==> config.mk <==
export PLATFORM = sky130hd
export DESIGN_NAME = tog_pulse_rx_flat
export DESIGN_NICKNAME = d
export VERILOG_FILES = /design/src/rtl/tog_pulse_rx_if.sv /design/src/rtl/tog_pulse_rx.sv /design/src/flat_wrapper.sv
export SDC_FILE = /design/constraint.sdc
export NUM_CORES = 1
export LEC_CHECK = 0
export ABC_AREA = 1
export BUFFER_PORTS_ARGS = -buffer_cell sky130_fd_sc_hd__buf_2
export CAP_MARGIN = 10
export CORE_MARGIN = 2
export CORE_UTILIZATION = 55
export DETAILED_ROUTE_END_ITERATION = 12
export GPL_TIMING_DRIVEN = 0
export HOLD_SLACK_MARGIN = 0.03
export PLACE_DENSITY = 0.84
export SYNTH_ARGS = -nofsm -noshare
export SYNTH_HDL_FRONTEND = slang
export SYNTH_SLANG_ARGS = --single-unit
export TNS_END_PERCENT = 1
==> constraint.sdc <==
create_clock -name clk -period 5 [get_ports clk]
set_clock_uncertainty 0.2 [all_clocks]
set_input_delay 0 -clock clk [delete_from_list [all_inputs] [get_ports clk]]
set_output_delay 0 -clock clk [all_outputs]
set_load 0.005 [all_outputs]
==> src/rtl/tog_pulse_rx_if.sv <==
// rtl/tog_pulse_rx_if.sv - valid/ready event handshake between the toggle receiver and its consumer
interface tog_pulse_rx_if;
   logic evt_valid;
   logic evt_ready;

   // Event source: presents pending events and observes the consumer's acceptance.
   modport master (
      output evt_valid,
      input  evt_ready
   );

   // Event consumer: sees pending events and accepts them.
   modport slave (
      input  evt_valid,
      output evt_ready
   );
endinterface

==> src/rtl/tog_pulse_rx.sv <==
// rtl/tog_pulse_rx.sv - toggle-event link receiver with saturating pending queue and toggle ack
module tog_pulse_rx #(
   parameter int SYNC_STAGES = 2,
   parameter int CNT_W       = 4,
   parameter int TOT_W       = 16
) (
   input  logic             clk,
   input  logic             rst,
   input  logic             tog_in,
   input  logic             clr_ovf,
   tog_pulse_rx_if.master   evt,
   output logic [CNT_W-1:0] pend_cnt,
   output logic [TOT_W-1:0] evt_total,
   output logic             ovf,
   output logic             ack_tog
);

   localparam logic [CNT_W-1:0] CNT_FULL = '1;
   localparam logic [CNT_W-1:0] CNT_ONE  = CNT_W'(1);
   localparam logic [TOT_W-1:0] TOT_ONE  = TOT_W'(1);

   // The synchroniser and edge tracker power up at 0 and are deliberately left out of reset,
   // so a level present while rst is held is absorbed without producing an event.
   logic [SYNC_STAGES-1:0] sync     = '0;
   logic                   tog_prev = 1'b0;

   logic tog_edge;
   logic pop;

   assign tog_edge      = sync[SYNC_STAGES-1] ^ tog_prev;
   assign evt.evt_valid = (pend_cnt != '0);
   assign pop           = evt.evt_valid & evt.evt_ready;

   // Bring the asynchronous toggle level into clk and remember the last synchronised level.
   always_ff @(posedge clk) begin
      sync     <= {sync[SYNC_STAGES-2:0], tog_in};
      tog_prev <= sync[SYNC_STAGES-1];
   end

   // Queue detected events, count all of them, flag drops when full and toggle ack per accepted event.
   always_ff @(posedge clk) begin
      if (rst) begin
         pend_cnt  <= '0;
         evt_total <= '0;
         ovf       <= 1'b0;
         ack_tog   <= 1'b0;
      end else begin
         if (tog_edge)
            evt_total <= evt_total + TOT_ONE;

         if (pop)
            ack_tog <= ~ack_tog;

         // A drop only happens when an edge arrives with no simultaneous pop and the queue is full;
         // a drop in the same cycle as clr_ovf keeps ovf set.
         if (tog_edge && !pop && (pend_cnt == CNT_FULL))
            ovf <= 1'b1;
         else if (clr_ovf)
            ovf <= 1'b0;

         case ({tog_edge, pop})
            2'b10: if (pend_cnt != CNT_FULL) pend_cnt <= pend_cnt + CNT_ONE;
            2'b01: pend_cnt <= pend_cnt - CNT_ONE;
            default: pend_cnt <= pend_cnt;
         endcase
      end
   end

endmodule

==> src/flat_wrapper.sv <==
// flat-port wrapper written by rule: the top's interface ports become plain ports
module tog_pulse_rx_flat 
#(
   parameter int SYNC_STAGES = 2,
   parameter int CNT_W       = 4,
   parameter int TOT_W       = 16
)
  (clk, rst, tog_in, clr_ovf, pend_cnt, evt_total, ovf, ack_tog, evt_evt_valid, evt_evt_ready);
  tog_pulse_rx_if evt_i ();
  input  logic clk;
  input  logic rst;
  input  logic tog_in;
  input  logic clr_ovf;
  output logic [CNT_W-1:0] pend_cnt;
  output logic [TOT_W-1:0] evt_total;
  output logic ovf;
  output logic ack_tog;
  output wire logic [$bits(evt_i.evt_valid)-1:0] evt_evt_valid;
  input wire logic [$bits(evt_i.evt_ready)-1:0] evt_evt_ready;
  assign evt_evt_valid = evt_i.evt_valid;
  assign evt_i.evt_ready = evt_evt_ready;
  tog_pulse_rx #(.SYNC_STAGES(SYNC_STAGES), .CNT_W(CNT_W), .TOT_W(TOT_W)) u_core (.clk(clk), .rst(rst), .tog_in(tog_in), .clr_ovf(clr_ovf), .evt(evt_i), .pend_cnt(pend_cnt), .evt_total(evt_total), .ovf(ovf), .ack_tog(ack_tog));
endmodule
Word-level counts from Yosys, hierarchy flattened --
Cells that the tools add are included. W data, S select, Z words.
Operators by class: add/sub/neg operators 3, $mul 0, div/mod/pow operators 0, $lt $le $gt $ge 0, eq/ne operators 5, shift operators 0, muxes and demuxes 4, bitwise gates (word level) 3, reduce and logical (&&, ||, !) cells 7
Operators by type and width (number):
- $add A16 B1 Y16 const B | 1
- $pmux W4 S2 | 1
- $add A4 B1 Y4 const B | 1
- $eq A4 B4 Y1 const B | 1
- $mux W4 | 1
- $ne A4 B4 Y1 const B | 1
- $reduce_bool A2 Y1 | 2
- $reduce_bool A4 Y1 | 1
- $sub A4 B1 Y4 const B | 1
- $eq A2 B1 Y1 const B | 1
- $eq A2 B2 Y1 const B | 1
- $logic_and A1 B1 Y1 | 2
- $mux W1 | 2
- $ne A2 B1 Y1 const B | 1
- $reduce_and A2 Y1 | 1
- $and A1 B1 Y1 | 1
- $logic_not A1 Y1 | 1
- $not A1 Y1 | 1
- $xor A1 B1 Y1 | 1
Word-level totals: flip-flop bits (word level) 25, bits in latches 0, RAM bits 0, ROM bits 0, output and inout port bits 23, word-level logic and storage cells 28, memories 0

Depth between registers and ports, before layout --
Gate-level depths: netlist of run 1.
depth after elaboration 6, gate-level depth with buffers 16, gate-level depth less buffers 15

Worst setup path before layout of run 1 --
No wires, ideal clock.
kind register -> register, start point register u_core.sync[1], end point register u_core.pend_cnt[3], data arrival time 1.576 ns, path slack 3.109 ns, cell stages (with the launch flop) 17, clock period less this slack 1.891 ns, cell sequence dfxtp_1 > inv_1 > nand2_1 > nand2_2 > buf_6 > inv_4 > nand3_4 > inv_1 > ha_1 > nand2_1 > nand2_1 > nor2_1 > inv_1 > nand2_1 > nand3_1 > nand2_1 > nor2_1
Between the ends: word-level cells in the longest chain between the ends 4
RTL lines:
- from (decl) | line tog_pulse_rx.sv:24 | logic [SYNC_STAGES-1:0] sync = '0;
- from (signal assigned) | line tog_pulse_rx.sv:36 | sync <= {sync[SYNC_STAGES-2:0], tog_in};
- $xor A1 B1 Y1 (*) | line tog_pulse_rx.sv:30 | assign tog_edge = sync[SYNC_STAGES-1] ^ tog_prev;
- $eq A2 B2 Y1 or $eq A2 B1 Y1 (tied branches) | line tog_pulse_rx.sv:61 | case ({tog_edge, pop})
- $ne A2 B1 Y1 (no line) or $reduce_bool A2 Y1 (tied branches)
- $reduce_and A2 Y1 (no line)
- to (signal assigned) | line tog_pulse_rx.sv:62 | 2'b10: if (pend_cnt != CNT_FULL) pend_cnt <= pend_cnt + CNT_ONE;
- to (signal assigned) | line tog_pulse_rx.sv:63 | 2'b01: pend_cnt <= pend_cnt - CNT_ONE;
- to (signal assigned) | line tog_pulse_rx.sv:64 | default: pend_cnt <= pend_cnt;
- to (decl) | line tog_pulse_rx.sv:12 | output logic [CNT_W-1:0] pend_cnt,
Mark *: on every way between the ends. The rest lies on a longest branch, timed or not. A chain may end at the register's enable or synchronous reset.

Final worst setup path of run 1 --
Same ends and word-level chain as after synthesis.

==> results of run 1 <==
==> stage by stage <==
step                cell area (sq um)  setup slack (ns)
floorplan                        1320              3.11
global placement                 1490              3.00
detailed placement               1490              2.94
CTS                              1570              2.92
global route                     1570              2.75
finish                           1570              2.93
==> final cells by class <==
type	instances	area [sq um]	area share
clock buffer	4	26.3	0.0168
tap	28	35.0	0.0224
inverter	32	123	0.0783
sequential	25	500	0.320
multi-input combinational	123	679	0.434
buffer	3	21.3	0.0136
timing repair buffer	31	180	0.115
==> synthesized netlist by cell type (all sizes together) <==
cell type / number / area (sq um)
nand2: 43 / 179
inv: 32 / 123
nor2: 29 / 136
dfxtp: 25 / 500
nand3: 14 / 105
o21ai: 11 / 55.1
a21oi: 10 / 50.1
nor3: 5 / 45.0
buf: 3 / 21.3
ha: 3 / 37.5
nand4: 3 / 18.8
xor2: 2 / 17.5
fa: 1 / 20.0
nand3b: 1 / 7.51
o21a: 1 / 7.51
==> sequential cells by signal (all words and copies together) (netlist names) <==
name              cells
u_core.evt_total     16
u_core.sync           2
u_core.ovf            1
u_core.tog_prev       1
u_core.ack_tog        1
u_core.pend_cnt       4
==> critical path, cell delays in order (launching register included) <==
cell and delay [ns]:
dfxtp_1 0.37, inv_1 0.05, nand2_1 0.06, nand2_2 0.08
buf_6 0.15, inv_4 0.08, nand3_4 0.08, inv_1 0.09
ha_1 0.26, nand2_1 0.08, nand2_1 0.05, nor2_1 0.13
inv_1 0.05, nand2_1 0.08, nand3_1 0.06, nand2_1 0.06
nor2_1 0.04
==> worst paths after layout <==
| kind | to | depth (start not counted) | slack (ns) | startpoint |
|---|---|---|---|---|
| worst max-delay path | u_core.pend_cnt[3]$_SDFFE_PP0P_ | 16 | 2.93 | u_core.sync[1]$_DFF_P_ |
| worst min-delay path | u_core.sync[0]$_DFF_P_ | 2 | 0.12 | tog_in |
| worst max register to register | u_core.pend_cnt[3]$_SDFFE_PP0P_ | 16 | 2.93 | u_core.sync[1]$_DFF_P_ |
| worst min register to register | u_core.sync[1]$_DFF_P_ | 0 | 0.15 | u_core.sync[0]$_DFF_P_ |
==> metal layers <==
metal,vias up,wire length (um)
met5,-,0
met4,0,9
met3,2,88
met2,19,1350
met1,567,1200
li1,643,-
==> timing repair <==
item / in CTS / in global routing
setup endpoints to repair: 0 / 0
hold buffers: 5 / 0
endpoints found under the hold margin: 16 / 0
setup buffers: 0 / 0
==> logic make-up after synthesis <==
family,after synthesis
AO/OA/AOI/OAI,22
XOR/XNOR,2
adder cells (fa/ha/maj),4
buffers and inverters,35
flip-flops,25
AND/OR/NAND/NOR,95
==> power breakdown <==
| group | total (uW) | switching (uW) | internal, uW |
|---|---|---|---|
| logic | 119 | 69.2 | 49.9 |
| registers | 232 | 17.4 | 215 |
| clock network | 88.2 | 57.1 | 31.1 |
| total | 440 | 144 | 296 |
==> cells in the final DEF (no fill, tap or decap), types with 2 or more instances in the layout <==
master	instances
a21oi_1	10
buf_2	28
clkbuf_4	3
dfxtp_1	25
dlygate4sd3_1	5
ha_1	3
inv_1	29
inv_2	2
nand2_1	38
nand2_2	4
nand3_1	10
nand3_2	2
nand3_4	2
nand4_1	3
nor2_1	24
nor2_2	2
nor2_4	3
nor3_2	4
o21ai_0	11
xor2_1	2
==> impl_metrics.csv, run 1 <==
group,metric,value,unit
routing,wl_per_cell,10.8,um
worst_setup_path,crit_type,"flop to flop",
worst_setup_path,endpoint_kind,"flop",
clocking,ctsHtreeMaxLevel,1,
routing,dr.pass1.iters,4,
sta,setup_viol,0,
clocking,clk_pin_slew,0.13,ns
global_routing,grt_pass1_wl,4520,um
floorplan,die_y,53.1,um
clocking,cts.root.buffer_cell,"clkbuf_4",
synth,syn_nets,192,
sta,rsz0062_at_grt,"no",
final_layout,area_growth,18.2,%
place,dp_hpwl,2020,um
synth,yosys_warnings,0,
global_routing,track_usage,0.215,
global_routing,grt_pass1_vias,1065,
pwr,power,440,uW
sta,tightestPinTransition,0.283,ns
global_routing,grtUsageMet2,0.408,
pwr,power.density,281,nW/um^2
floorplan,io_pins,28,
synth,synth_seq_area_share,0.378,
sta,fin_crit_sh,0.413,
routing,post-route-drc-count,0,
final_layout,post_route_cells_drive_above_1_share,0.243,
clocking,cts_buffer_depth,2,
final_layout,antenna_cells,0,
clocking,cts-resized-gates,0,
routing,drt_iter0_drc,15,
floorplan,die_x,53.1,um
clocking,clock-sinks,25,
pwr,p_leak,0.000744,uW
global_routing,grt_max_degree,14,
status,status,"finished, final reports clean",
floorplan,dieArea,2820,sq um
clocking,cts-buffers-inserted,3,
global_routing,top_usage_layer,"met2",
place,port_buffers,26,
sta,fin_crit,2.07,ns
final_layout,final_util,0.694,
synth,synthCells,183,
sta,whs,0.122,ns
worst_setup_path,startpoint_type,"flop",
worst_setup_path,cp.required,5.02,ns
sta,slew_violations,0,
synth,synth_fa_ha_area_frac,0.0435,
global_routing,met1_usage,0.254,
synth,yosys.area_share.simple,0.371,
routing,routed_wl,2650,um
floorplan,floorplan.initialDensity,0.587,
routing,vias,1231,
final_layout,n_fill_cell,202,
final_layout,fin_cells,246,
sta,relSlewSlack,0.810,
worst_setup_path,crit_arrival,2.09,ns
floorplan,core,2250,sq um
global_routing,grt_util_met3,0.0254,
synth,post_synth.cell_area_avg,7.23,sq um
synth,synth_top_family_by_area,"simple AND/OR/NAND/NOR gates",
synth,synth.distinct_cells,25,
clocking,insertion_delay,0.31,ns
pwr,ir_drop,0.258,mV
sta,fmax,484,MHz
synth,synthMuxAreaShare,0,
hold_path,min_path_type,"input port to flop",
job,drv_cap,0,
synth,synth_area,1320,sq um
place,dp_cells,237,
worst_setup_path,critPathMaxFanout,10,
global_routing,antenna_found_initial,0,
synth,synth-compound-area-share,0.0851,
routing,antenna_left,0,
synth,synth_seq_cells,25,
place,place_congestion,0.758,
clocking,cts_tree,"built",
floorplan,rows,17,
global_routing,grt-ovfl-total,0,
sta,hold_viol_final,0,
sta,setup_tns,0,ns
final_layout,final_nets,228,
synth,synth-xor-area-share,0.0132,
routing,viasPerCell,5.00,
Note: power is estimated with default switching activity, not from simulation.
==> run 2: changes to the inputs <==
--- a/config.mk
+++ b/config.mk
@@ -9,11 +9,11 @@
 export BUFFER_PORTS_ARGS = -buffer_cell sky130_fd_sc_hd__buf_2
 export CAP_MARGIN = 10
 export CORE_MARGIN = 2
-export CORE_UTILIZATION = 55
+export CORE_UTILIZATION = 53
 export DETAILED_ROUTE_END_ITERATION = 12
 export GPL_TIMING_DRIVEN = 0
 export HOLD_SLACK_MARGIN = 0.03
-export PLACE_DENSITY = 0.84
+export PLACE_DENSITY = 0.82
 export SYNTH_ARGS = -nofsm -noshare
 export SYNTH_HDL_FRONTEND = slang
 export SYNTH_SLANG_ARGS = --single-unit
==> constraint.sdc (replaced) <==
create_clock -name clk -period 2.1 [get_ports clk]
set_clock_uncertainty 0.2 [all_clocks]
set_input_delay 0 -clock clk [delete_from_list [all_inputs] [get_ports clk]]
set_output_delay 0 -clock clk [all_outputs]
set_load 0.005 [all_outputs]
==> run 2 against run 1 <==
Wire length grew 4.5%. Clock power grew 150%. Via count grew 1.8%. Critical path type unchanged. Die area grew 3.5%.
==> impl_metrics.csv, run 2 (synthesis results as in run 1) <==
group,metric,value,unit
clocking,cts_buffer_depth,2,
clocking,cts.root.buffer_cell,"clkbuf_4",
sta,tightestPinTransition,0.281,ns
global_routing,grt_pass1_wl,4490,um
floorplan,dieArea,2910,sq um
hold_path,hold_path_depth,0,
final_layout,largest_reg_flops,16,
worst_setup_path,critPathMaxFanout,7,
final_layout,final_common_cell,"nand2_1",
pwr,power.density,677,nW/um^2
clocking,cts-buffers-inserted,3,
clocking,ctsHtreeMaxLevel,1,
sta,fin_crit_sh,0.951,
routing,post-route-drc-count,0,
final_layout,area_growth,26.6,%
global_routing,antenna_found_initial,0,
global_routing,grt_max_degree,14,
global_routing,grt-ovfl-total,0,
clocking,cts_tree,"built",
sta,hold_viol_final,0,
global_routing,track_usage,0.209,
routing,routed_wl,2770,um
place,placed_area,1490,sq um
routing,viasPerCell,4.91,
clocking,insertion_delay,0.32,ns
worst_setup_path,endpoint_kind,"flop",
final_layout,largest-register,"u_core.evt_total",
global_routing,grt_pass1_vias,1041,
worst_setup_path,r2r-end,"u_core.pend_cnt[3]$_SDFFE_PP0P_",
final_layout,antenna_cells,0,
final_layout,final_util,0.695,
floorplan,die_y,54.0,um
place,place_congestion,0.758,
final_layout,final_nets,235,
routing,drt_iter0_drc,14,
routing,antenna_left,0,
sta,fin_crit,2.00,ns
final_layout,post_route_cells_drive_above_1_share,0.320,
routing,vias,1253,
floorplan,floorplan.initialDensity,0.549,
status,status,"finished, final reports clean",
sta,relSlewSlack,0.811,
pwr,ir_drop,0.775,mV
hold_path,min_path_type,"flop to flop",
sta,fmax,501,MHz
hold_path,worstHoldStart,"u_core.sync[0]$_DFF_P_",
place,port_buffers,26,
sta,slew_violations,0,
final_layout,layout.cells.most_common_list,"34 x nand2_1, 28 x inv_1, 28 x buf_2",
worst_setup_path,startpoint_type,"flop",
sta,setup_viol,0,
job,drv_cap,0,
routing,dr.pass1.iters,4,
clocking,clk_pin_slew,0.14,ns
worst_setup_path,ff2ff_path_depth,16,
worst_setup_path,cp.required,2.13,ns
clocking,clock-sinks,25,
final_layout,n_fill_cell,213,
floorplan,io_pins,28,
place,dp_hpwl,1870,um
worst_setup_path,reg2reg_slack,0.10,ns
floorplan,die_x,54.0,um
final_layout,final_area,1680,sq um
pwr,p_leak,0.000776,uW
routing,wl_per_cell,10.9,um
final_layout,largestRegisters,"u_core.evt_total: 16 flops, u_core.pend_cnt: 4 flops, u_core.sync: 2 flops",
floorplan,rows,18,
worst_setup_path,rr_startpoint,"u_core.sync[1]$_DFF_P_",
worst_setup_path,crit_arrival,2.03,ns
floorplan,core,2410,sq um
worst_setup_path,crit_type,"flop to flop",
hold_path,hold_end,"u_core.sync[1]$_DFF_P_",
## run 2: cell count changes in the layout (fill, tap and decap cells not counted), moves of 2 or more
cell,before,now
buf_4,0,7
nand2_1,38,34
nand2_2,4,8
dfxtp_1,25,23
dfxtp_2,0,2
ha_1,3,1
ha_4,0,2
nor2_1,24,22
nor2_2,2,4
## run 2: worst max-delay path: stages, from the launching register on
cell     delay, ns
dfxtp_2       0.37
inv_1         0.04
nand2_1       0.06
nand2_2       0.08
buf_8         0.15
inv_6         0.06
nand3_4       0.08
inv_4         0.09
ha_4          0.21
nand2_1       0.07
nand2_1       0.07
nor2_2        0.11
inv_1         0.07
nand2_2       0.08
nand3_1       0.07
nand2_1       0.07
nor2_1        0.04
## run 2: area by class of cell
cell class	count	area, sq um	area share
clock buffers	4	26.3	0.0157
multi-input cells	123	723	0.432
well taps	30	37.5	0.0224
repair buffers	38	233	0.139
plain buffers	3	25.0	0.0149
flip-flops and latches	25	503	0.300
inverters	32	128	0.0762
## run 2: layer usage
layer / wire (um) / part of all wire / track usage
met1: 1270 / 0.46 / 0.272
met2: 1360 / 0.49 / 0.348
met3: 80 / 0.029 / 0.0361
met4: 61 / 0.022 / 0.0708
met5: 0 / 0 / 0
## run 2: timing repair
action / CTS / global route
hold buffers: 5 / 0
endpoints found under the setup margin: 0 / 1
hold endpoints to repair: 16 / 0
gates resized for setup: 0 / 15
buffers inserted: 0 / 7
## run 2: per-stage QoR
step / std cells / total power, uW / setup TNS (ns) / setup WS [ns] / hold WS (ns)
6_report: 255 / 1130 / 0 / 0.103 / 0.137
2_1_floorplan: 183 / 757 / 0 / 0.209 / -0.172
4_1_cts: 248 / 1060 / 0 / 0.0251 / 0.0984
3_3_place_gp: 239 / 834 / 0 / 0.107 / -0.0973
5_1_grt: 255 / 1220 / -0.0279 / -0.0279 / 0.129
3_5_place_dp: 239 / 841 / 0 / 0.0523 / -0.0928
## run 2: worst max path at each step
stage	cells past startpoint	from	endpoint
finish	16	u_core.sync[1]$_DFF_P_	u_core.pend_cnt[3]$_SDFFE_PP0P_
global route	16	u_core.sync[1]$_DFF_P_	u_core.pend_cnt[3]$_SDFFE_PP0P_
CTS	14	u_core.sync[1]$_DFF_P_	u_core.pend_cnt[3]$_SDFFE_PP0P_
detailed placement	14	u_core.sync[1]$_DFF_P_	u_core.pend_cnt[3]$_SDFFE_PP0P_
global placement	16	u_core.sync[1]$_DFF_P_	u_core.pend_cnt[3]$_SDFFE_PP0P_
floorplan	16	u_core.sync[1]$_DFF_P_	u_core.pend_cnt[3]$_SDFFE_PP0P_
## run 2: power by group
| part | switching, uW | total [uW] | internal [uW] |
|---|---|---|---|
| logic | 196 | 357 | 161 |
| clock network | 143 | 218 | 74.4 |
| registers | 48.0 | 560 | 512 |
| total | 387 | 1130 | 748 |
